### config.mk
export PLATFORM = sky130hd
export DESIGN_NAME = writeback_buffer
export DESIGN_NICKNAME = d
export VERILOG_FILES = /design/src/rtl/cpu_types_pkg.sv /design/src/rtl/writeback_buffer.sv
export SDC_FILE = /design/constraint.sdc
export NUM_CORES = 1
export LEC_CHECK = 0
export CAP_MARGIN = 15
export CORE_ASPECT_RATIO = 1.4
export CORE_MARGIN = 10
export CORE_UTILIZATION = 53
export CTS_CLUSTER_DIAMETER = 40
export DETAILED_ROUTE_END_ITERATION = 10
export PLACE_DENSITY = 0.86
export SLEW_MARGIN = 10
export SYNTH_ARGS = -nofsm -noshare
export SYNTH_HDL_FRONTEND = slang
export SYNTH_SLANG_ARGS = --single-unit
### constraint.sdc
create_clock -name CLK -period 6.3 [get_ports CLK]
set_input_delay 1.575 -clock CLK [delete_from_list [all_inputs] [get_ports CLK]]
set_output_delay 1.575 -clock CLK [all_outputs]
set_load 0.02 [all_outputs]
### src/rtl/cpu_types_pkg.sv
// ---------------------------------------------------------------------------
// cpu_types_pkg
// Shared CPU datapath types.
//   word_t      : 32-bit architectural data word
//   regbits_t   : 5-bit register index (r0 is hard-wired zero)
//   wb_entry_t  : one pending register write held by writeback_buffer
// ---------------------------------------------------------------------------
package cpu_types_pkg;

    typedef logic [31:0] word_t;
    typedef logic [4:0]  regbits_t;

    typedef struct packed {
        regbits_t wsel;
        word_t    wdat;
    } wb_entry_t;

endpackage

### src/rtl/writeback_buffer.sv
// ---------------------------------------------------------------------------
// writeback_buffer
// In-order queue of pending register writes sitting in front of the register
// file write port. Results are absorbed while another writer owns the port
// (port_busy) and drained oldest-first, one per free cycle. Two combinational
// lookups expose still-queued values to decode.
//
// Ports
//   CLK, nRST              : clock, asynchronous active-low reset
//   enq_valid/wsel/wdat    : producer write request
//   enq_ready              : request accepted at the next rising edge
//   port_busy              : write port taken by another writer this cycle
//   WEN/wsel/wdat          : register file write port
//   rsel1/rsel2            : decode read selects
//   fwd1_hit/fwd1_dat      : youngest queued value for rsel1
//   fwd2_hit/fwd2_dat      : youngest queued value for rsel2
//   count                  : current occupancy
// ---------------------------------------------------------------------------
module writeback_buffer
    import cpu_types_pkg::*;
#(
    parameter int DEPTH = 4
) (
    input  logic                         CLK,
    input  logic                         nRST,
    input  logic                         enq_valid,
    input  logic [4:0]                   enq_wsel,
    input  logic [31:0]                  enq_wdat,
    output logic                         enq_ready,
    input  logic                         port_busy,
    output logic                         WEN,
    output logic [4:0]                   wsel,
    output logic [31:0]                  wdat,
    input  logic [4:0]                   rsel1,
    input  logic [4:0]                   rsel2,
    output logic                         fwd1_hit,
    output logic [31:0]                  fwd1_dat,
    output logic                         fwd2_hit,
    output logic [31:0]                  fwd2_dat,
    output logic [$clog2(DEPTH+1)-1:0]   count
);

    localparam int PTRW = $clog2(DEPTH);
    localparam int CW   = $clog2(DEPTH + 1);
    localparam logic [CW-1:0] FULL_COUNT = CW'(DEPTH);

    wb_entry_t        r_entries [DEPTH];
    logic [DEPTH-1:0] r_valid;
    logic [PTRW-1:0]  r_head;
    logic [PTRW-1:0]  r_tail;
    logic [CW-1:0]    r_count;

    logic             w_pop;
    logic             w_ready;
    logic             w_push;
    logic [32:0]      w_fwd1;
    logic [32:0]      w_fwd2;

    // Full/empty come from the occupancy counter; pointers alone are
    // ambiguous when head == tail. A full buffer still accepts when the
    // head leaves in the same cycle. Writes to r0 complete the handshake
    // but are dropped since r0 never changes.
    assign w_pop   = (r_count != '0) && !port_busy;
    assign w_ready = (r_count != FULL_COUNT) || w_pop;
    assign w_push  = enq_valid && w_ready && (enq_wsel != '0);

    // Walk oldest to youngest so the last match found is the youngest.
    function automatic logic [32:0] findYoungest(input regbits_t sel);
        logic [32:0]     res;
        logic [PTRW-1:0] idx;
        res = '0;
        if (sel != '0) begin
            for (int k = 0; k < DEPTH; k++) begin
                idx = r_head + PTRW'(k);
                if (r_valid[idx] && (r_entries[idx].wsel == sel)) begin
                    res = {1'b1, r_entries[idx].wdat};
                end
            end
        end
        return res;
    endfunction

    // Pointer, valid-bit and occupancy state. When full with a simultaneous
    // pop and push, head and tail name the same slot; the push is written
    // last so the slot ends up valid with the new entry.
    always_ff @(posedge CLK or negedge nRST) begin
        if (!nRST) begin
            r_head  <= '0;
            r_tail  <= '0;
            r_count <= '0;
            r_valid <= '0;
        end else begin
            if (w_pop) begin
                r_valid[r_head] <= 1'b0;
                r_head          <= r_head + 1'b1;
            end
            if (w_push) begin
                r_valid[r_tail] <= 1'b1;
                r_tail          <= r_tail + 1'b1;
            end
            case ({w_push, w_pop})
                2'b10:   r_count <= r_count + 1'b1;
                2'b01:   r_count <= r_count - 1'b1;
                default: r_count <= r_count;
            endcase
        end
    end

    // Entry payload needs no reset; the valid bits gate every use of it.
    always_ff @(posedge CLK) begin
        if (w_push) begin
            r_entries[r_tail] <= '{wsel: enq_wsel, wdat: enq_wdat};
        end
    end

    always_comb begin
        w_fwd1   = findYoungest(rsel1);
        w_fwd2   = findYoungest(rsel2);
        WEN      = w_pop;
        wsel     = '0;
        wdat     = '0;
        if (w_pop) begin
            wsel = r_entries[r_head].wsel;
            wdat = r_entries[r_head].wdat;
        end
    end

    assign enq_ready = w_ready;
    assign fwd1_hit  = w_fwd1[32];
    assign fwd1_dat  = w_fwd1[31:0];
    assign fwd2_hit  = w_fwd2[32];
    assign fwd2_dat  = w_fwd2[31:0];
    assign count     = r_count;

endmodule

# == After elaboration in Yosys (flattened, before gate mapping) ==
# Memory sizes are Yosys's and may differ from the RTL's.
# Cells that the tools add are included.
# totals
register_bits,11
latch_bits,0
ram_bits,148
romBits,0
input_bits,51
out_inout_bits,108
n_memories,1
# classes
n_addsub,6
multipliers,0
n_div,0
n_lt_le_gt_ge,7
eq_ne,11
shifts,0
n_mux,29
n_bitwise,3
reduce_logical,20
# memory_table
name,depth,width,rd,rd_clocked_by_memory_dff,wr,line_no,text
r_entries,4,37,4,0,1,writeback_buffer.sv:47,wb_entry_t r_entries [DEPTH];
# op_table
operator,n
two-way mux 33 bit,10
== test 5 bit,8
two-way mux 32 bit,1
less-than comparator 2 x 3 -> 1 bit (second input constant),5
nonzero test 5 bit,3
logical AND 1 bit,13
binary-select mux 1 bit (select 2 bit),4
two-way mux 1 bit,8
two-way mux 4 bit,2
one-hot mux 3 bit (2 select lines),1
two-way mux 5 bit,1
adder 2 x 1 -> 2 bit (second input constant),2
adder 2 bit (second input constant),2
bitwise AND 4 bit,1
demux 1 bit (select 2 bit),2
>= comparator 2 x 1 -> 1 bit (second input constant),2
inverter 4 bit,1
OR 4 bit,1
adder 3 x 1 -> 3 bit (second input constant),1
!= test 3 bit (second input constant),1
nonzero test 3 bit,1
subtractor 3 x 1 -> 3 bit (second input constant),1
== test 2 x 1 -> 1 bit (second input constant),1
== test 2 bit (second input constant),1
3 further kinds,3

# == Longest topological paths before layout ==
# depth
depth_word,9
depth_mapped,17

# == Worst setup path before layout ==
# OpenSTA, ideal clock, no wires.
# synth_path
path_kind,register to output
startpoint,register r_head[1]
endpoint,output port fwd2_dat[11]
arrival_ps,4178
slack_ps,547
stages_incl_launch_ff,18
path_cell_list,dfrtp_1 -> buf_2 -> buf_2 -> buf_1 -> buf_1 -> inv_1 -> ha_1 -> buf_6 -> mux4_2 -> xor2_1 -> nor4_2 -> and3_1 -> buf_4 -> o22ai_2 -> buf_6 -> buf_6 -> a2bb2oi_1 -> a21oi_1
# synth_between
elab_chain_len,8
# synth_lines
element,line_no,text
from (decl),writeback_buffer.sv:49,logic [PTRW-1:0] r_head;
from (signal assigned),writeback_buffer.sv:95,r_head <= r_head + 1'b1;
adder 2 x 1 -> 2 bit (tied with other cells),writeback_buffer.sv:74,idx = r_head + PTRW'(k);
memory (4 x 37 bit) (tied with other cells),--,
== test 5 bit (tied with other cells),writeback_buffer.sv:75,if (r_valid[idx] && (r_entries[idx].wsel == sel)) begin
logical AND 1 bit or two-way mux 33 bit (tied branches),writeback_buffer.sv:75,
two-way mux 33 bit (2 in series),writeback_buffer.sv:75,
two-way mux 33 bit *,writeback_buffer.sv:75,
two-way mux 33 bit *,writeback_buffer.sv:72,if (sel != '0) begin
to (decl),writeback_buffer.sv:39,"output logic [31:0] fwd2_dat,"
# Every way passes the cells marked *; elsewhere a longest branch is shown, timed or not. The select of a mux whose other input is x is not followed.

# == Worst setup path after layout ==
# layout_path
startpoint,input port rsel1[1]
endpoint,output port fwd1_dat[5]
# layout_between
elab_chain_len,7
# layout_lines
element,line_no,text
from (decl),writeback_buffer.sv:34,"input logic [4:0] rsel1,"
== test 5 bit,writeback_buffer.sv:75,
logical AND 1 bit,writeback_buffer.sv:75,
two-way mux 33 bit (4 in series),writeback_buffer.sv:75,
two-way mux 33 bit *,writeback_buffer.sv:72,
to (decl),writeback_buffer.sv:37,"output logic [31:0] fwd1_dat,"
# Every way passes the cells marked *; elsewhere a longest branch is shown, timed or not.

==> summary.txt <==
Outcome
  – Run status: finished, final reports clean

STA
  – Slew @ Worst Pin: between 1000 and 1500 ps
  – Max_slew headroom: 24.18%
  – Count of final hold-check violations: 0
  – Clk_skew: approximately 14 ps
  – Tmin final: 6179 ps
  – Setup_tns: 0 ps
  – Post-route clock period utilization: a little over nine tenths
  – Total setup violations reported at the end of the flow: 0
  – Pins Over Slew Limit: 0
  – Fmax achieved: approximately 160 MHz
  – Final worst hold slack: between 500 and 600 ps

Clocking
  – Max Buffers Root-to-Sink: 2
  – Clock latency on the worst-skew pair: 430 ps
  – TritonCTS clock tree: done
  – Clock transition at the registers of the reported paths: approximately 60 ps
  – Clock Sinks: 159
  – CTS HTree Levels: 4
  – Number of buffers inserted by hold repair at cts: 0
  – Clock buffer count from CTS: 17
  – CTS root buffer: clkbuf_16

Setup path
  – Data required time of the worst path: between 4000 and 5000 ps
  – Buf/Inv on CP: 4
  – Delay contributed by the slowest stage of the critical path: between 600 and 700 ps
  – Slowest cell on the critical path: clkdlybuf4s50_1
  – Data arrival time of the worst path: approximately 4600 ps
  – Largest delay share family, worst path: buffers and inverters
  – Kind of end point of the critical path: output port
  – Crit path cell chain: clkdlybuf4s50_1 -> inv_1 -> o21ai_0 -> nor4_1 -> o21ai_0 -> o21ai_4 -> buf_12 -> nand3_1 -> a31oi_1 -> clkdlybuf4s50_1
  – Worst Setup Start Kind: primary input
  – Largest fanout on the critical path: 16
  – Start-to-end type of the worst setup path: in -> out

Synth
  – Dominant register cell in the synthesized netlist: edfxtp_1
  – Main area contributors after synthesis: edfxtp_1, mux4_2, mux2i_1
  – Largest area contributor in the synthesized netlist: edfxtp_1
  – Flop and latch count out of synthesis: 159
  – Post-synthesis async set-or-reset flop share: approximately 6.9%
  – Post-Synthesis Mean Instance Area: roughly 14 µm²
  – Cell area after technology mapping: around 0.012 mm²
  – Post-synth top area share: about two fifths
  – Sequential cell area fraction in the yosys report: between 40% and 50%
  – Net count after synthesis: between 900 and 1,000
  – Number of flops mapped to enable cells by yosys: 148
  – Number of instances in the synthesized netlist: between 800 and 900
  – Yosys warnings: 0
  – Number of distinct standard cells referenced by the synthesized netlist: 45

Cells and area
  – Cell area after layout: between 0.01 and 0.015 mm²
  – Post-Layout Cell Count: about 1,300
  – Area added between synthesis and finish: 21.62%
  – Number of nets in the layout: between 1,000 and 1,500
  – Leading cell type in the layout, fill and taps excluded: clkdlybuf4s50_1
  – Layout cell share with drive strength beyond 1: between 20% and 30%
  – Top library cells by usage in the layout, fill and taps aside: clkdlybuf4s50_1, mux4_2, edfxtp_1
  – End-of-flow core utilization: between 60% and 70%

Place
  – Placed wire-length estimate: approximately 22,000 µm
  – Port Buffer Count: approximately 160
  – Placed Instances: around 1,300
  – Final GP Congestion: 0.8806
  – Placement Cell Area: between 0.01 and 0.015 mm²

Detailed routing
  – DRC violation count after routing: 0
  – Via count: a little under 9,000
  – Via count normalized by instance count: between 6 and 7
  – Iter 0 DRT Violations: just under 1,000
  – Drt wl/cell: 24.88 µm
  – DRT antenna net count: 0
  – Number of optimization iterations in the first detailed-route pass: 7
  – Sum of routed wire length over all layers: ~32,000 µm

Floorplan
  – Die X: ~150 µm
  – Num rows: 64
  – Top-level port count: around 160
  – Overall die area: roughly 0.028 mm²
  – Core box area: 0.02178 mm²
  – Starting utilization of the core area: around 54%
  – Die Span Y: between 150 and 200 µm

Global route
  – Via count of the first global-routing pass: ~9,300
  – Global route overflow: 0
  – Largest net degree at the start of global routing: between 100 and 150
  – Initial antenna violation count: 2
  – Global-route usage over all layers: about 22%
  – Global-route wire length before repair: ~51,000 µm

Job
  – Max-cap violations: 0

Hold path
  – Hold Crit Class: reg -> reg

Power and ir drop
  – Leakage power total: around 4.6 nW
  – PD cells: between 500 and 600 mW/mm²
  – IR drop worst, VDD: ~450 µV
## timing repair
action                     4_1_cts  5_1_grt
pin swaps                        1        1
setup buffers                    5        1
setup endpoints to repair        1       45
gates resized for setup          0        2
## layer usage
metal  routed length (µm)  share of wire, %  global-route usage [%]
met2                16890                52                   39.33
met5                    0                 0                       0
met3                 2779               8.6                   4.860
met4                 1421               4.4                   13.14
met1                11130                35                   24.33
## report_power, final
part,internal (W),switching (W)
clock,0.000507,0.000435
sequential,0.00141,0.000187
combinational,0.00244,0.00240
## metrics by stage
stage                     setup slack (ps)  total power (W)
final                                121.1         0.007379
after global routing                -6.188         0.007788
after CTS                            106.1         0.007370
after detailed placement             138.5         0.006370
after global placement               176.8         0.006271
after floorplan                      546.8         0.005005
## registers in the layout (all words and copies together) (netlist names)
register / flops
r_tail: 2
r_entries: 148
count: 3
r_head: 2
r_valid: 4
## cell families after synthesis
| family | Yosys count | share of synthesized area [%] |
|---|---|---|
| compound gates | 175 | 9.278 |
| xor+xnor | 45 | 3.371 |
| fa+ha+maj | 10 | 1.134 |
| buf+inv | 102 | 4.109 |
| flops | 159 | 40.36 |
| mux | 216 | 35.08 |
| simple gates | 156 | 6.667 |
## Yosys cell counts, types with 2 or more instances
master,instances
buf_2,24
mux2_1,12
a2bb2oi_1,29
dfrtp_1,11
mux2_2,18
nand2_1,45
buf_1,11
clkbuf_1,44
and2_1,41
nand3_1,37
a21o_1,4
buf_4,8
xnor2_1,31
a22oi_1,3
ha_1,9
nor3_1,5
a21oi_1,30
buf_6,5
a221oi_1,2
o31ai_1,2
nor2_1,15
o21ai_0,66
nand4_1,4
xor2_1,14
mux2i_1,34
inv_1,10
mux4_2,152
a31oi_1,30
a41oi_1,2
edfxtp_1,148
or3_1,2
nor4_1,2
## final timing paths
path	startpoint	end	slack (ps)	cells past startpoint
max reg2reg	count[0]	r_entries[1][4]	3970	4
max	rsel1[1]	fwd1_dat[5]	120	10
min in group asynchronous	nRST	r_tail[1]	1480	1
min	count[0]	count[0]	540	1
min reg2reg	count[0]	count[0]	540	1
max in group asynchronous	nRST	r_head[1]	4440	1
## worst reg2reg max path, delay by kind of cell (launching register included)
kind | cells | cell delay [ps]
flip-flops | 1 | 410
AND/OR/NAND/NOR | 2 | 1070
AO/OA/AOI/OAI | 1 | 350
buffers and inverters | 1 | 100
## layout make-up
type / count / area (µm²)
fill: 1625 / 7561
multi-input combinational: 602 / 6568
sequential: 159 / 4727
timing repair buffer: 193 / 1973
clock buffer: 17 / 425.4
tap: 297 / 371.6
clock inverter: 15 / 112.6
inverter: 10 / 37.54
antenna: 2 / 5.005
Power figures use the tool's default switching activity.
